<file path="config.mk">
export PLATFORM = sky130hd
export DESIGN_NAME = display_port_arbiter
export DESIGN_NICKNAME = d
export VERILOG_FILES = /design/src/rtl/display_arb_pkg.sv /design/src/rtl/display_arb_pick.sv /design/src/rtl/display_port_arbiter.sv
export SDC_FILE = /design/constraint.sdc
export NUM_CORES = 1
export LEC_CHECK = 0
export CORE_AREA = 2 2 81 83
export CTS_BUF_LIST = sky130_fd_sc_hd__clkbuf_4
export CTS_CLUSTER_SIZE = 16
export DETAILED_ROUTE_END_ITERATION = 8
export DIE_AREA = 0 0 83 85
export PLACE_DENSITY = 0.71
export SYNTH_ARGS = -nofsm -noshare
export SYNTH_HDL_FRONTEND = slang
export SYNTH_SLANG_ARGS = --single-unit
</file>
<file path="constraint.sdc">
create_clock -name clk -period 4.2 [get_ports clk]
set_input_delay 0.84 -clock clk [delete_from_list [all_inputs] [get_ports clk]]
set_output_delay 0.84 -clock clk [all_outputs]
set_load 0.01 [all_outputs]
</file>
<file path="src/rtl/display_arb_pkg.sv">
// Shared definitions for the textmode display-port arbiter.
// Holds the FSM state encoding, default bus widths and the default text attribute.
package display_arb_pkg;

    localparam int DEF_ADDR_WIDTH = 12;
    localparam int DEF_DATA_WIDTH = 16;

    // Light grey on black; callers OR this into the high byte of a write word.
    localparam logic [7:0] ATTR_DEFAULT = 8'h07;

    typedef enum logic [1:0] {
        S_IDLE  = 2'd0,
        S_ISSUE = 2'd1,
        S_RWAIT = 2'd2
    } arb_state_t;

endpackage

</file>
<file path="src/rtl/display_arb_pick.sv">
// Two-way winner selection for the display-port arbiter (combinational).
// Ports: i_req0/i_req1 requests, i_last last winner (1 = requester 1),
//   i_starve forces requester 1 on a tie, o_win_vld any winner, o_win_sel winner id.
// Macro DISPLAY_ARB_FIXED_PRIO_EN: ties go to requester 0 unless i_starve is set.
module display_arb_pick (
    input  logic i_req0,
    input  logic i_req1,
    input  logic i_last,
    input  logic i_starve,
    output logic o_win_vld,
    output logic o_win_sel
);

    logic w_tie_sel;
    logic w_unused;

`ifdef DISPLAY_ARB_FIXED_PRIO_EN
    assign w_tie_sel = i_starve;
    assign w_unused  = i_last;
`else
    // Round-robin: whoever did not win last time takes the tie.
    assign w_tie_sel = ~i_last;
    assign w_unused  = i_starve;
`endif

    always_comb begin
        o_win_vld = i_req0 | i_req1;
        o_win_sel = 1'b0;
        unique case (1'b1)
            (i_req0 & i_req1):  o_win_sel = w_tie_sel;
            (i_req1 & ~i_req0): o_win_sel = 1'b1;
            default:            o_win_sel = 1'b0;
        endcase
    end

endmodule

</file>
<file path="src/rtl/display_port_arbiter.sv">
// Shares one textmode character-memory port between two requesters.
// Ports: clk, reset (async active-low); per requester reqN/weN/addrN/wdataN in,
//   gntN/rvalidN out; shared rdata out; mem_en/mem_wr/mem_addr/mem_wdata out,
//   mem_rdata in (one-cycle read latency); busy out (state != IDLE).
// Macro DISPLAY_ARB_FIXED_PRIO_EN: fixed priority to requester 0 with a
//   starvation counter that hands requester 1 a tie after STARVE_LIMIT losses.
module display_port_arbiter
    import display_arb_pkg::*;
#(
    parameter int ADDR_WIDTH   = DEF_ADDR_WIDTH,
    parameter int DATA_WIDTH   = DEF_DATA_WIDTH,
    parameter int STARVE_LIMIT = 4
) (
    input  logic                  clk,
    input  logic                  reset,
    input  logic                  req0,
    input  logic                  we0,
    input  logic [ADDR_WIDTH-1:0] addr0,
    input  logic [DATA_WIDTH-1:0] wdata0,
    output logic                  gnt0,
    output logic                  rvalid0,
    input  logic                  req1,
    input  logic                  we1,
    input  logic [ADDR_WIDTH-1:0] addr1,
    input  logic [DATA_WIDTH-1:0] wdata1,
    output logic                  gnt1,
    output logic                  rvalid1,
    output logic [DATA_WIDTH-1:0] rdata,
    output logic                  mem_en,
    output logic                  mem_wr,
    output logic [ADDR_WIDTH-1:0] mem_addr,
    output logic [DATA_WIDTH-1:0] mem_wdata,
    input  logic [DATA_WIDTH-1:0] mem_rdata,
    output logic                  busy
);

    arb_state_t r_state;
    arb_state_t w_state_nxt;

    logic                  r_last;
    logic                  r_sel;
    logic                  r_gnt0;
    logic                  r_gnt1;
    logic                  r_rvalid0;
    logic                  r_rvalid1;
    logic                  r_mem_en;
    logic                  r_mem_wr;
    logic [ADDR_WIDTH-1:0] r_mem_addr;
    logic [DATA_WIDTH-1:0] r_mem_wdata;
    logic                  r_busy;

    logic w_win_vld;
    logic w_win_sel;
    logic w_take;
    logic w_starve;

    display_arb_pick u_pick (
        .i_req0    (req0),
        .i_req1    (req1),
        .i_last    (r_last),
        .i_starve  (w_starve),
        .o_win_vld (w_win_vld),
        .o_win_sel (w_win_sel)
    );

    // Arbitration only happens in IDLE; requests seen in ISSUE/RWAIT are ignored.
    assign w_take = (r_state == S_IDLE) && w_win_vld;

`ifdef DISPLAY_ARB_FIXED_PRIO_EN
    localparam int CW = $clog2(STARVE_LIMIT + 1);

    logic [CW-1:0] r_loss;

    assign w_starve = (r_loss == CW'(STARVE_LIMIT));

    // Saturating count of arbitrations requester 1 wanted but lost.
    always_ff @(posedge clk or negedge reset) begin
        if (!reset) begin
            r_loss <= '0;
        end else if (w_take) begin
            if (w_win_sel) begin
                r_loss <= '0;
            end else if (req1 && !w_starve) begin
                r_loss <= r_loss + 1'b1;
            end
        end
    end
`else
    localparam int unused_starve_limit = STARVE_LIMIT;

    assign w_starve = 1'b0;
`endif

    always_ff @(posedge clk or negedge reset) begin
        if (!reset) begin
            r_state <= S_IDLE;
        end else begin
            r_state <= w_state_nxt;
        end
    end

    // r_mem_wr is still the registered 'we' while in ISSUE.
    always_comb begin
        w_state_nxt = r_state;
        unique case (r_state)
            S_IDLE:  if (w_win_vld) w_state_nxt = S_ISSUE;
            S_ISSUE: w_state_nxt = r_mem_wr ? S_IDLE : S_RWAIT;
            S_RWAIT: w_state_nxt = S_IDLE;
            default: w_state_nxt = S_IDLE;
        endcase
    end

    // Outputs are computed one cycle early so they leave straight from flops.
    always_ff @(posedge clk or negedge reset) begin
        if (!reset) begin
            r_last      <= 1'b1;
            r_sel       <= 1'b0;
            r_gnt0      <= 1'b0;
            r_gnt1      <= 1'b0;
            r_rvalid0   <= 1'b0;
            r_rvalid1   <= 1'b0;
            r_mem_en    <= 1'b0;
            r_mem_wr    <= 1'b0;
            r_mem_addr  <= '0;
            r_mem_wdata <= '0;
            r_busy      <= 1'b0;
        end else begin
            r_gnt0    <= 1'b0;
            r_gnt1    <= 1'b0;
            r_rvalid0 <= 1'b0;
            r_rvalid1 <= 1'b0;
            r_mem_en  <= 1'b0;
            r_mem_wr  <= 1'b0;
            r_busy    <= (w_state_nxt != S_IDLE);
            if (w_take) begin
                r_sel       <= w_win_sel;
                r_last      <= w_win_sel;
                r_gnt0      <= ~w_win_sel;
                r_gnt1      <= w_win_sel;
                r_mem_en    <= 1'b1;
                r_mem_wr    <= w_win_sel ? we1 : we0;
                r_mem_addr  <= w_win_sel ? addr1 : addr0;
                r_mem_wdata <= w_win_sel ? wdata1 : wdata0;
            end
            if ((r_state == S_ISSUE) && !r_mem_wr) begin
                r_rvalid0 <= ~r_sel;
                r_rvalid1 <= r_sel;
            end
        end
    end

    assign gnt0      = r_gnt0;
    assign gnt1      = r_gnt1;
    assign rvalid0   = r_rvalid0;
    assign rvalid1   = r_rvalid1;
    assign mem_en    = r_mem_en;
    assign mem_wr    = r_mem_wr;
    assign mem_addr  = r_mem_addr;
    assign mem_wdata = r_mem_wdata;
    assign busy      = r_busy;
    assign rdata     = mem_rdata;

endmodule

</file>
==> qor.yml, run 1 <==
run_status: "finished clean"
cts.sinks: 39
port_buffers: 96
met3_length_um: 263
cts.clk_slew.worst_paths_ps: 110
htreeDepth: 2
grt_usage: 0.1403
hp-class: "reg -> reg"
syn2layout_area_growth_pct: 52.14
cts_made_buffers: 5
synthCells: 144
die_h_um: 85
finalSetupViolations: 0
clockPowerShare: 0.143
dp_slack_ps: 1235
placed_cell_area_um2: 2634
drtAntennaViolNets: 0
synth_flop_cell: "dfrtp_1"
cts_resized: 0
drtIter0Drc: 37
fillers: 603
cp.arrival_ps: 2810
worst_ep_required_time_ps: 4420
path_max_fanout: 30
power.density_nw_per_um2: 666.2
start_kind: "input port"
fin_crit_ps: 2591
drc: 0
hold_path.startpoint: "r_sel$_DFFE_PN0P_"
skew_ps: 6.485
grt-ovfl-total: 0
drt-met1-wl_um: 2080
vias: 1489
p_seq_frac: 0.358
dp_hpwl_um: 3241
nets: 297
syn-cell-area_um2: 1785
met2WireLength_um: 2305
fmax_mhz: 386.0
final_cells: 297
cts_buffer_depth: 2
p_comb_frac: 0.499
cp-startpoint: "req0"
path_delay_family: "buffers and inverters"
wirelength_um: 4731
synth.distinct_cells: 22
grt_first_pass_wirelength_um: 8052
dr.pass1.iters: 4
cts_tree: "built"
dieArea_um2: 7055
p_leak_nw: 1.122
top_layer: "met4"
final_area_um2: 2716
p_switching_w: 0.0005845
regArea_um2: 977.2
p_int_w: 0.001225
crit_chain: "clkdlybuf4s50_1 -> nand2_1 -> nand3_1 -> clkinv_1 -> a221o_1"
tns_ps: 0
cts_setup_buffers: 0
wire_per_inst_um: 15.93
whs_path_depth: 1
ys.warnings.count: 0
postSynthAreaPerCell_um2: 12.40
hold_viol: 0
maxSlewHeadroom: 0.2145
grt_max_degree: 40
ys_ff_latch: 39
die_width_um: 83
maxCapViolations: 0
rows: 29
drive_above_1_share: 0.07273
worst_slew_pin_slew_ps: 1178
min_period_over_period: 0.6169
multi_input_area_um2: 589.3
core_um2: 6205
synthArstFlopShare: 1.000
critical_path_class: "in -> reg"
gp_congestion: 0.7355
drv_slew: 0
critical_path.slowest_cell: "clkinv_1"
ys_seq_area_frac: 0.5473
antenna_found_initial: 0
worst_slack_ps: 1609
cts_root_buf: "clkbuf_4"
r2r_cells: 4
rsz0062_at_grt: "no"
ir_drop_v: 0.0002547
antenna_cells: 0
critPathCaptureType: "flop"
sw_frac_of_total: 0.3230
clock_latency_ps: 330
first_global_vias: 1617
worst-path-stages: 5
syn_nets: 222
postCtsHoldBufs: 0
synth_edf_count: 0
p_total_w: 0.001810
post_drt_via_cell_ratio: 5.013
initial_core_util: 0.2878
ios: 129
r2r-start: "r_last$_DFFE_PN1P_"
critPathBufInv: 2
slowest_delay_ps: 700
dp.cells: 289
-- cell families after synthesis --
kind of cell           after synthesis  synth area share
and+or+nand+nor                     14           0.03855
DFF                                 39            0.5473
AOI/OAI and AO/OA                   60            0.2901
buffers and inverters               31            0.1240
-- cell usage after synthesis (2+ instances only) --
cell type | number | share of area
o21ai_0 | 3 | 0.0084
a221o_1 | 28 | 0.16
o21a_1 | 25 | 0.11
buf_6 | 2 | 0.013
clkbuf_1 | 3 | 0.0063
dfrtp_1 | 38 | 0.53
nand2_1 | 3 | 0.0063
buf_4 | 16 | 0.067
o21a_2 | 3 | 0.015
nor2_1 | 5 | 0.011
buf_8 | 2 | 0.017
buf_2 | 6 | 0.017
-- final timing paths --
check,slack (ps),to
worst min register to register,450,rvalid0$_DFF_PN0_
worst max-delay path,1610,mem_wdata[11]$_DFFE_PN0P_
max in group asynchronous,3040,mem_addr[3]$_DFFE_PN0P_
worst max register to register,2080,mem_wdata[11]$_DFFE_PN0P_
worst min-delay path,450,rvalid0$_DFF_PN0_
min in group asynchronous,610,mem_wdata[2]$_DFFE_PN0P_
-- per-stage QoR --
stage          hold slack (ps)    util
2_1_floorplan            408.2       -
3_3_place_gp             422.7  0.4245
3_5_place_dp             436.8  0.4245
4_1_cts                  452.5  0.4378
5_1_grt                  483.3  0.4378
6_report                 447.0  0.4378
-- state kept, by name, summed over array words and instances, names as in the netlist --
register / cells
busy: 1
gnt0: 1
gnt1: 1
mem_addr: 12
mem_en: 1
mem_wdata: 16
mem_wr: 1
r_last: 1
r_sel: 1
r_state: 2
rvalid0: 1
rvalid1: 1
-- placed cells by master (no fill, tap or decap) --
| cell type | netlist | final |
|---|---|---|
| clkbuf_4 | 0 | 7 |
| dfrtp_1 | 38 | 38 |
| o21ai_0 | 3 | 3 |
| nor2_2 | 0 | 1 |
| o21a_1 | 25 | 25 |
| nor2_1 | 5 | 4 |
| and2_1 | 1 | 1 |
| clkdlybuf4s50_1 | 0 | 95 |
| a221o_1 | 28 | 28 |
| nand2_1 | 3 | 3 |
| bufinv_16 | 0 | 1 |
| nand2b_1 | 1 | 1 |
| clkinv_1 | 1 | 1 |
| inv_1 | 1 | 1 |
| buf_4 | 16 | 1 |
| buf_2 | 6 | 1 |
| o21a_2 | 3 | 3 |
| or3b_2 | 1 | 1 |
| a22o_1 | 1 | 1 |
| nand3_1 | 1 | 1 |
| or2_1 | 1 | 1 |
| dfstp_2 | 1 | 1 |
| and3_1 | 1 | 1 |
-- power groups by stage --
stage	clock network, W	registers (W)	logic, W
after global placement	0	0.000651	0.000887
final	0.000260	0.000648	0.000902
after detailed placement	0	0.000655	0.000910
after global routing	0.000287	0.000674	0.000977
after CTS	0.000275	0.000649	0.000912
after floorplan	0	0.000719	0.000456
-- routing by layer --
metal	up-vias	track usage
met1	726	0.1697
met4	0	0.06259
met5	-	0
met2	72	0.2434
met3	11	0.02724
li1	680	-
-- area by class of cell --
class / count / share of cell area
multi-input combinational: 74 / 0.2170
clock inverter: 1 / 0.01105
sequential: 39 / 0.3597
clock buffer: 7 / 0.01935
tap: 77 / 0.03547
inverter: 2 / 0.002764
timing repair buffer: 97 / 0.3547
Power figures use the tool's default switching activity.
==> run 2: changes to the inputs <==
- PLACE_DENSITY: 0.71 -> 0.74
- clock period: 4.2 -> 2.2 ns (I/O delays scaled with it)
==> run 2 against run 1 <==
Effect of this change: die area unchanged; first-iteration DRC count is 49% higher; final area increased by 1.3%; clock skew grew 8.3 ps; global-route usage fell by 0.20 points; combinational power grew 98%; wire length is 1.1% higher; flip-flop and latch count unchanged; power rose by 87%; critical endpoint is now mem_wdata[2]; largest power group unchanged.
==> qor.yml, run 2 (synthesized netlist as in run 1, its figures left out) <==
crit_chain: "clkdlybuf4s50_1"
cts.clk_slew.worst_paths_ps: 120
critical_path.slowest_cell: "clkdlybuf4s50_1"
finalSetupViolations: 0
drv_slew: 0
postCtsHoldBufs: 0
maxCapViolations: 0
drive_above_1_share: 0.09251
dp.cells: 296
post-route-util: 0.4434
initial_core_util: 0.2878
dieArea_um2: 7055
skew_ps: 14.83
sw_frac_of_total: 0.3363
cp-startpoint: "mem_wdata[2]$_DFFE_PN0P_"
grt_first_pass_wirelength_um: 7893
layout_common_cells: "clkdlybuf4s50_1 (95), dfrtp_1 (38), a221o_1 (28)"
drtIter0Drc: 55
ios: 129
power.density_nw_per_um2: 1232
min_period_over_period: 0.7902
core_um2: 6205
cts.sinks: 39
p_total_w: 0.003389
critPathCaptureType: "output pin"
fin_crit_ps: 1739
run_status: "finished clean"
antenna_cells: 0
path_max_fanout: 2
rsz0062_at_grt: "no"
antenna_found_initial: 0
hold_ws_ps: 126.0
grt_usage: 0.1384
worst_slew_pin_slew_ps: 497.3
drtAntennaViolNets: 0
grt-ovfl-total: 0
drc: 0
dp_hpwl_um: 3414
rows: 29
rrSetupSlack_ps: 720
cp.arrival_ps: 1300
critical_path_class: "reg -> out"
wirelength_um: 4781
first_global_vias: 1605
nets: 304
cts_resized: 0
p_leak_nw: 1.141
gp_congestion: 0.7501
p_switching_w: 0.001140
r2r-start: "r_last$_DFFE_PN1P_"
die_h_um: 85
p_int_w: 0.002249
dr.pass1.iters: 4
tns_ps: 0
maxSlewHeadroom: 0.6685
ir_drop_v: 0.0005788
final_common_cell: "clkdlybuf4s50_1"
vias: 1483
r2r_cells: 5
wire_per_inst_um: 15.73
path_delay_family: "buffers and inverters"
cts_made_buffers: 5
clockPowerShare: 0.105
critPathBufInv: 1
htreeDepth: 2
largest_register_ffs: 16
cts_setup_buffers: 0
syn2layout_area_growth_pct: 54.10
slowest_delay_ps: 550
final_cells: 304
fmax_mhz: 575.2
p_seq_frac: 0.366
cts_tree: "built"
die_width_um: 83
start_kind: "flop"
port_buffers: 96
cts_buffer_depth: 2
p_comb_frac: 0.529
clock_latency_ps: 340
hold_viol: 0
r2r-end: "mem_addr[2]$_DFFE_PN0P_"
cts_root_buf: "clkbuf_4"
post_drt_via_cell_ratio: 4.878
grt_max_degree: 40
worst_ep_required_time_ps: 1760
hp-class: "in -> async"
-- run 2: cell type report --
type | instances | area, µm²
multi-input cells | 74 | 589.3
flip-flops and latches | 39 | 977.2
clock inverters | 3 | 15.01
clock buffers | 5 | 37.54
inverters | 2 | 7.507
fillers | 582 | 3453
well taps | 77 | 96.34
repair buffers | 104 | 1028
-- run 2: metrics by stage --
step	cell area [µm²]	worst slack (ps)
after global routing	2751	395.8
after detailed placement	2699	278.2
after CTS	2751	437.3
after floorplan	1785	819.7
after global placement	2699	322.8
final	2751	461.5
-- run 2: per-layer routing --
| metal | routed length [µm] | track usage | vias to the layer above |
|---|---|---|---|
| li1 | - | - | 693 |
| met1 | 2163 | 0.1811 | 705 |
| met2 | 2179 | 0.2199 | 76 |
| met3 | 355 | 0.03696 | 9 |
| met4 | 82 | 0.05365 | 0 |
| met5 | 0 | 0 | - |
-- run 2: worst max-delay path by stage --
stage / to / slack, ps / depth (start not counted)
after CTS: mem_wdata[2] / 440 / 1
after detailed placement: mem_addr[2]$_DFFE_PN0P_ / 280 / 5
final: mem_wdata[2] / 460 / 1
after floorplan: mem_addr[10]$_DFFE_PN0P_ / 820 / 5
after global routing: mem_wdata[2] / 400 / 1
after global placement: mem_addr[0]$_DFFE_PN0P_ / 320 / 5
-- run 2: power groups by stage --
stage | combinational [W] | clock (W) | sequential (W)
global placement | 0.00176 | 0 | 0.00125
detailed placement | 0.00181 | 0 | 0.00125
floorplan | 0.000871 | 0 | 0.00137
finish | 0.00179 | 0.000355 | 0.00124
global route | 0.00195 | 0.000394 | 0.00128
CTS | 0.00181 | 0.000375 | 0.00124
